**src/rtl/store_port_responder_pkg.sv**
```systemverilog
// Shared LSU types: packed store-port request/response layouts, field offsets and a byte-merge
// helper used by the store responder and its byte-enabled memory.
package store_port_responder_pkg;

  localparam int unsigned ReqWidth     = 77;
  localparam int unsigned RspWidth     = 35;
  localparam int unsigned ReqIndexLsb  = 65;
  localparam int unsigned ReqTagLsb    = 43;
  localparam int unsigned ReqWdataLsb  = 11;
  localparam int unsigned ReqWuserBit  = 10;
  localparam int unsigned ReqReqBit    = 9;
  localparam int unsigned ReqWeBit     = 8;
  localparam int unsigned ReqBeLsb     = 4;
  localparam int unsigned ReqSizeLsb   = 2;
  localparam int unsigned ReqKillBit   = 1;
  localparam int unsigned ReqTagVldBit = 0;
  localparam int unsigned RspGntBit    = 34;
  localparam int unsigned RspRvalidBit = 33;
  localparam int unsigned RspRdataLsb  = 1;
  localparam int unsigned RspRuserBit  = 0;

  typedef struct packed {
    logic [11:0] address_index;
    logic [21:0] address_tag;
    logic [31:0] data_wdata;
    logic        data_wuser;
    logic        data_req;
    logic        data_we;
    logic [3:0]  data_be;
    logic [1:0]  data_size;
    logic        kill_req;
    logic        tag_valid;
  } dcache_req_i_t;

  typedef struct packed {
    logic        data_gnt;
    logic        data_rvalid;
    logic [31:0] data_rdata;
    logic        data_ruser;
  } dcache_req_o_t;

  function automatic logic [31:0] be_merge(input logic [31:0] old_word,
                                           input logic [31:0] new_word,
                                           input logic [3:0]  be);
    logic [31:0] res;
    res = old_word;
    for (int k = 0; k < 4; k++) begin
      if (be[k]) res[8*k +: 8] = new_word[8*k +: 8];
    end
    return res;
  endfunction

endpackage

```
**src/rtl/store_port_responder_be_mem.sv**
```systemverilog
// Word memory with one byte-enabled synchronous write port and one asynchronous read port;
// the whole array clears on reset.
module be_mem
  import store_port_responder_pkg::*;
#(
  parameter int unsigned Words = 64,
  localparam int unsigned Aw   = $clog2(Words)
) (
  input  logic          clk_i,
  input  logic          rst_ni,
  input  logic          we_i,
  input  logic [Aw-1:0] waddr_i,
  input  logic [3:0]    be_i,
  input  logic [31:0]   wdata_i,
  input  logic [Aw-1:0] raddr_i,
  output logic [31:0]   rdata_o
);

  logic [31:0] mem_q [Words];

  always_ff @(posedge clk_i or negedge rst_ni) begin
    if (!rst_ni) begin
      for (int i = 0; i < int'(Words); i++) mem_q[i] <= '0;
    end else if (we_i) begin
      mem_q[waddr_i] <= be_merge(mem_q[waddr_i], wdata_i, be_i);
    end
  end

  assign rdata_o = mem_q[raddr_i];

endmodule

```
**src/rtl/store_port_responder.sv**
```systemverilog
// Store-only dcache port responder: grants write requests after a configurable delay,
// commits them into a byte-enabled memory, counts writes and flags protocol errors.
module store_port_responder
  import store_port_responder_pkg::*;
#(
  parameter int unsigned GNT_DELAY = 0,
  parameter int unsigned MEM_WORDS = 64
) (
  input  logic                         clk_i,
  input  logic                         rst_ni,
  input  logic [ReqWidth-1:0]          req_port_i,
  output logic [RspWidth-1:0]          req_port_o,
  input  logic                         busy_i,
  input  logic [$clog2(MEM_WORDS)-1:0] dbg_addr_i,
  output logic [31:0]                  dbg_data_o,
  output logic [15:0]                  wr_count_o,
  output logic                         err_o
);

  localparam int unsigned Aw = $clog2(MEM_WORDS);
  localparam logic [2:0] WaitLoad = (GNT_DELAY == 0) ? 3'd0 : 3'(GNT_DELAY - 1);

  typedef enum logic [1:0] {StIdle, StWait, StGrant} state_e;

  state_e        state_q;
  logic [2:0]    wait_cnt_q;
  logic [15:0]   wr_count_q;
  logic          err_q;
  dcache_req_i_t req;
  dcache_req_o_t rsp;
  logic          valid;
  logic          gnt;
  logic          err_event;
  logic          unused;

  assign req   = dcache_req_i_t'(req_port_i);
  assign valid = req.data_req & req.data_we;

  // Gated by reset so the grant also drops asynchronously.
  assign gnt = rst_ni & valid & ~busy_i &
               ((state_q == StGrant) | ((state_q == StIdle) & (GNT_DELAY == 0)));

  assign err_event = (req.data_req & ~req.data_we) | req.kill_req |
                     (req.data_req & (req.data_be == 4'b0000));

  always_ff @(posedge clk_i or negedge rst_ni) begin
    if (!rst_ni) begin
      state_q    <= StIdle;
      wait_cnt_q <= '0;
      wr_count_q <= '0;
      err_q      <= 1'b0;
    end else begin
      if (err_event) err_q <= 1'b1;
      if (gnt && (wr_count_q != 16'hFFFF)) wr_count_q <= wr_count_q + 16'd1;
      unique case (state_q)
        StIdle: begin
          if (valid) begin
            if (GNT_DELAY == 0) begin
              if (!gnt) state_q <= StGrant;
            end else begin
              state_q    <= StWait;
              wait_cnt_q <= WaitLoad;
            end
          end
        end
        StWait: begin
          if (!valid) begin
            state_q    <= StIdle;
            wait_cnt_q <= '0;
          end else if (wait_cnt_q <= 3'd1) begin
            // Counter reaches zero on this edge: grant is offered next cycle.
            state_q    <= StGrant;
            wait_cnt_q <= '0;
          end else begin
            wait_cnt_q <= wait_cnt_q - 3'd1;
          end
        end
        StGrant: begin
          if (!valid || gnt) state_q <= StIdle;
        end
        default: state_q <= StIdle;
      endcase
    end
  end

  be_mem #(
    .Words (MEM_WORDS)
  ) u_be_mem (
    .clk_i   (clk_i),
    .rst_ni  (rst_ni),
    .we_i    (gnt),
    .waddr_i (req.address_index[Aw+1:2]),
    .be_i    (req.data_be),
    .wdata_i (req.data_wdata),
    .raddr_i (dbg_addr_i),
    .rdata_o (dbg_data_o)
  );

  always_comb begin
    rsp             = '0;
    rsp.data_gnt    = gnt;
    rsp.data_rvalid = 1'b0;
    rsp.data_rdata  = '0;
    rsp.data_ruser  = 1'b0;
  end

  assign req_port_o = rsp;
  assign wr_count_o = wr_count_q;
  assign err_o      = err_q;

  // Tag, size, user and upper index bits carry no meaning for this store port.
  assign unused = ^{req.address_tag, req.address_index, req.data_wuser, req.data_size,
                    req.tag_valid};

endmodule

```
**config.mk**
```make
export PLATFORM = sky130hd
export DESIGN_NAME = store_port_responder
export DESIGN_NICKNAME = d
export VERILOG_FILES = /design/src/rtl/store_port_responder_pkg.sv /design/src/rtl/store_port_responder_be_mem.sv /design/src/rtl/store_port_responder.sv
export SDC_FILE = /design/constraint.sdc
export NUM_CORES = 2
export LEC_CHECK = 0
export CORE_MARGIN = 2
export CORE_UTILIZATION = 47
export DETAILED_ROUTE_END_ITERATION = 8
export PLACE_DENSITY = 0.71
export SLEW_MARGIN = 20
export SYNTH_ARGS = -nofsm -noshare
export SYNTH_HDL_FRONTEND = slang
export SYNTH_SLANG_ARGS = --single-unit
export TNS_END_PERCENT = 50
```
**constraint.sdc**
```tcl
create_clock -name clk_i -period 5.8 [get_ports clk_i]
set_input_delay 1.74 -clock clk_i [delete_from_list [all_inputs] [get_ports clk_i]]
set_output_delay 1.74 -clock clk_i [all_outputs]
set_load 0.02 [all_outputs]
```
Word level (Yosys, flattened, before mapping)
Cells that the tools add are included.

storage, ports and cells
  bits in registers = 2070
  bits of input ports = 86
  output and inout port bits = 84

cells by class
  add/sub/neg operators = 2
  $lt $le $gt $ge = 4
  eq/ne operators = 7
  muxes and demuxes = 25
  bitwise gates (word level) = 13
  reduce and logical (&&, ||, !) cells = 7

operator list
  kind                                                             number
  bitwise mux 2048 bit                                             1
  binary-select mux 32 bit (select 6 bit)                          2
  demux 32 bit (select 6 bit)                                      1
  2-to-1 mux 32 bit                                                5
  2-to-1 mux 8 bit                                                 8
  adder 16 x 1 -> 16 bit (second input constant)                   1
  != test 16 bit (second input constant)                           1
  greater-or-equal comparator 7 bit (second input constant)        2
  inverter 6 -> 7 bit                                              2
  2-to-1 mux 2 bit                                                 5
  less-than comparator 7 x 1 -> 1 bit (second input constant)      1
  bitwise AND 1 bit                                                6
  2-to-1 mux 3 bit                                                 2
  one-hot mux 2 bit (3 select lines)                               1
  logical NOT 4 bit                                                1
  != test 2 bit (second input constant)                            2
  AND reduction 4 bit                                              1
  less-or-equal comparator 3 x 1 -> 1 bit (second input constant)  1
  != test 3 bit (second input constant)                            1
  OR 1 bit                                                         3
  subtractor 3 x 1 -> 3 bit (second input constant)                1
  equality test 2 x 1 -> 1 bit (second input constant)             1
  equality test 2 bit (second input constant)                      1
  logical AND 1 bit                                                2
  5 further kinds                                                  6

Logic depth before layout (Yosys ltp)
  word-level depth = 7
  mapped depth = 15

Hierarchy
Synthesis repeated with hierarchy kept, for this count alone.

second synthesis, totals
  cells, all modules = 9667
  area total of the unflattened synthesis = 106918.8 um^2

by module, submodules not included
  module                instances  cells an instance  area an instance (um^2)
  be_mem                1          9557               105809.0
  store_port_responder  1          110                1109.8

Worst setup path before layout
OpenSTA, ideal clock, no wires.

  path type = input-to-output
  from = in dbg_addr_i[0]
  to = out dbg_data_o[0]
  arrival time = 4377 ps
  slack = -317 ps
  stages = 8
  path through = clkbuf_1 clkbuf_1 buf_2 buf_1 mux4_2 mux4_2 o21ai_0 a21oi_1

between the ends
  word-level cells in the longest chain between the ends = 4

RTL lines
  element                                               RTL line                           RTL
  start: declaration                                    store_port_responder.sv:14         input logic [$clog2(MEM_WORDS)-1:0] dbg_addr_i,
  inverter 6 -> 7 bit (not written as such)             store_port_responder_be_mem.sv:29  assign rdata_o = mem_q[raddr_i];
  binary-select mux 32 bit (select 6 bit)               store_port_responder_be_mem.sv:29
  2-to-1 mux 32 bit (not written as such) (2 in a row)  store_port_responder_be_mem.sv:29
  end: declaration                                      store_port_responder.sv:15         output logic [31:0] dbg_data_o,

No other way between the ends. The select of a mux whose other input is x is not followed.

Worst setup path after layout
  from = in dbg_addr_i[0]
  to = out dbg_data_o[2]

Same word-level chain as after synthesis.

==> impl_metrics.yaml <==
floorplan:
  row_count: 177
  die_height_um: 486
  start_util_pct: 47.2
  num_io_pins: 170
  chipWidth_um: 486
  core_um2: 232000
  die_area_um2: 237000
timing:
  slew_viol_final: 0
  unrepaired_setup_endpoints_after_global_routing: "true"
  fin_skew_ps: 37.3
  postLayoutSetupSlackWorst_ps: -264
  relSlewSlack_pct: 10.6
  final_hold_violation_count: 0
  layout_worst_path_cycle_share_pct: 105
  fmax_mhz: 165
  setup_viol: 29
  finalCriticalPeriod_ps: 6060
  fin_worst_hold_slack_ps: 489
  worst_slew_pin_slew_ps: 1340
clock_network:
  clk_transition_reported_paths_ps: 60
  clk_path_buf_depth: 3
  cts_root_buffer: "sky130_fd_sc_hd__clkbuf_16"
  clkSinkCount: 2065
  clock_insertion_delay_worst_skew_ps: 930
  cts_buffers: 210
  post_cts_hold_buffer_count: 0
  clock_tree_from_tritoncts: "done"
  cts_max_level: 4
yosys:
  post_synth_num_cell_types: 88
  synth-adder-area-share_pct: 0.0114
  number_of_synthesis_warnings: 0
  asyncSetResetFlopFracSynth_pct: 100
  synth-edff-count: 0
  synthXorXnorAreaFrac_pct: 0.120
  synth-compound-area-share_pct: 14.0
  post_synth_inst_count: 9343
  yosysSeqAreaShare_pct: 47.3
  synth_flop_cell: "sky130_fd_sc_hd__dfrtp_1"
  ys_ff_latch: 2065
  postSynthAreaPerCell_um2: 11.7
  synthesis.area_um2: 109000
  synth_simple_gate_area_share_pct: 7.40
  synth_mux_area_share_pct: 26.7
  synth_top_family_by_area: "multiplexers"
place:
  place_ws_ps: -717
  placedCellCount: 12200
  detailed_place_hpwl_mm: 290
  place.port_buffers: 103
  finalWeightedCongestion: 0.989
final_layout:
  nets: 9505
  final_common_cell: "sky130_fd_sc_hd__dfrtp_1"
  finish.cell_count_without_fillers: 12700
  layout.core_utilization_pct: 54.6
  drive_above_1_share_pct: 30.0
  area_growth_pct: 15.8
  most-common-layout-cells: "2,065 x sky130_fd_sc_hd__dfrtp_1, 1,586 x sky130_fd_sc_hd__nand2_1, 1,200 x sky130_fd_sc_hd__o21ai_0"
worst_setup_path:
  ff2ff_path_depth: 7
  cp_data_required_time_ps: 4060
  setup.worst_path.end_class: "output pin"
  path_max_fanout: 9
  crit_arrival_ps: 4320
  criticalPathCategory: "input port to output pin"
  setup.worst_path.start_class: "input port"
drt:
  final_antenna_net_count: 0
  dr.first_iter.drc_count: 15600
  wl_met3_mm: 69.5
  first_pass_drt_iterations: 9
  met2_wirelength_mm: 189
  route.vias.total: 91200
  overall_routed_net_length_mm: 456
  routed_via_density: 7.21
  route.top_layer_used: "met5"
  routed_wire_length_per_instance_um: 36.0
  drc_errors: 3
  detail_route.wirelength.met1_mm: 152
grt:
  antenna_found_initial: 41
  grt_first_pass_wirelength_mm: 646
  grt_use_total_pct: 37.9
  vias_in_the_first_global_route: 88700
  grt-ovfl-total: 0
  grt_max_degree: 186
hold_path:
  type_of_the_tightest_min_delay_check: "register to register"
  holdPathStages: 1
power_and_ir_drop:
  design_power_total_mw: 33.1
  pwr_density_cell_nw_per_um2: 262
  leakage_nw: 55.2
  ir_drop_mv: 0.269
outcome:
  violations: "design-rule violations, negative setup slack"
  run_status: "finished with violations"
job:
  timing.max_cap.violations: 0
-- routing by layer --
metal,GRT usage (%),vias to the layer above
met4,31.3,54
li1,-,35100
met1,46.6,45700
met2,52.3,8070
met5,0,-
met3,15.2,2375
-- cells in the mapped netlist (18+ instances only) --
library cell	n	area [um2]
sky130_fd_sc_hd__nor2_1	66	248
sky130_fd_sc_hd__a221o_1	62	621
sky130_fd_sc_hd__buf_4	82	616
sky130_fd_sc_hd__nor2b_1	32	200
sky130_fd_sc_hd__dfrtp_1	2065	51700
sky130_fd_sc_hd__nand2b_1	33	206
sky130_fd_sc_hd__and3_1	27	169
sky130_fd_sc_hd__a211oi_1	61	458
sky130_fd_sc_hd__buf_6	70	788
sky130_fd_sc_hd__nand3_1	39	195
sky130_fd_sc_hd__or3b_2	18	158
sky130_fd_sc_hd__mux2_2	728	8200
sky130_fd_sc_hd__o22ai_1	112	701
sky130_fd_sc_hd__buf_1	48	180
sky130_fd_sc_hd__buf_2	181	906
sky130_fd_sc_hd__a221oi_1	126	1100
sky130_fd_sc_hd__mux2i_1	347	3470
sky130_fd_sc_hd__o21ai_1	69	345
sky130_fd_sc_hd__mux4_2	776	17500
sky130_fd_sc_hd__nand2_1	1650	6190
sky130_fd_sc_hd__a31oi_1	39	244
sky130_fd_sc_hd__clkbuf_1	620	2330
sky130_fd_sc_hd__a21oi_1	102	510
sky130_fd_sc_hd__o2bb2ai_1	19	166
sky130_fd_sc_hd__o22a_1	29	254
sky130_fd_sc_hd__o31ai_1	266	2000
sky130_fd_sc_hd__a22oi_1	171	1280
sky130_fd_sc_hd__o21ai_0	1221	6110
sky130_fd_sc_hd__a22o_1	51	447
-- final timing paths --
check	start	end	slack, ps
worst max register to register	u_be_mem.mem_q[265]	u_be_mem.mem_q[649]	2670
min in group asynchronous	rst_ni	u_be_mem.mem_q[59]	670
max in group asynchronous	rst_ni	u_be_mem.mem_q[988]	2350
worst min-delay path	err_o	err_o	490
worst min register to register	err_o	err_o	490
worst max-delay path	dbg_addr_i[0]	dbg_data_o[2]	-260
-- sequential cells by signal, summed over array words and instances, names as in the netlist --
name and flops:
u_be_mem.mem_q 2048, err_o 1, wr_count_o 16
-- critical path, cell delays in order --
cell and delay (ps):
sky130_fd_sc_hd__buf_16 160, sky130_fd_sc_hd__buf_12 150, sky130_fd_sc_hd__buf_16 150, sky130_fd_sc_hd__buf_12 130, sky130_fd_sc_hd__buf_12 100, sky130_fd_sc_hd__buf_16 130
sky130_fd_sc_hd__buf_12 150, sky130_fd_sc_hd__mux4_2 520, sky130_fd_sc_hd__mux4_2 600, sky130_fd_sc_hd__o22ai_4 240, sky130_fd_sc_hd__a21oi_4 70, sky130_fd_sc_hd__buf_6 150
-- through the flow --
stage	cell area [um2]	setup TNS [ps]
3_5_place_dp	117000	-13420
2_1_floorplan	110000	0
3_3_place_gp	117000	-13370
4_1_cts	125000	-3370
6_report	127000	-4200
5_1_grt	127000	-3890
-- cell families after synthesis --
kind of cell | Yosys count
AOI/OAI and AO/OA | 2431
xor gates and xnor gates | 15
adders and majority gates | 1
buffers and inverters | 1024
DFF | 2065
muxes | 1852
other | 1
and+or+nand+nor | 1954
-- power breakdown --
group          switching, mW  internal [mW]  total, mW
clock                   6.14           7.82       14.0
sequential             0.322           14.8       15.1
combinational           2.58           1.48       4.06
total                   9.05           24.1       33.1
-- layout make-up --
cell class	count	area, um2
repair buffers	841	9810
inverters	13	58.8
flip-flops and latches	2065	51700
diodes	37	92.6
multi-input cells	6287	54300
well taps	3043	3810
clock inverters	73	850
fillers	18700	105000
clock buffers	302	6080
-- what timing repair did --
action                                  in CTS  in global routing
pin swaps                                   22                 34
setup buffers                               26                 59
cloned                                      15                  8
endpoints found under the setup margin      32                 30
resized for setup                          165                128
(Power assumes the default switching activity.)
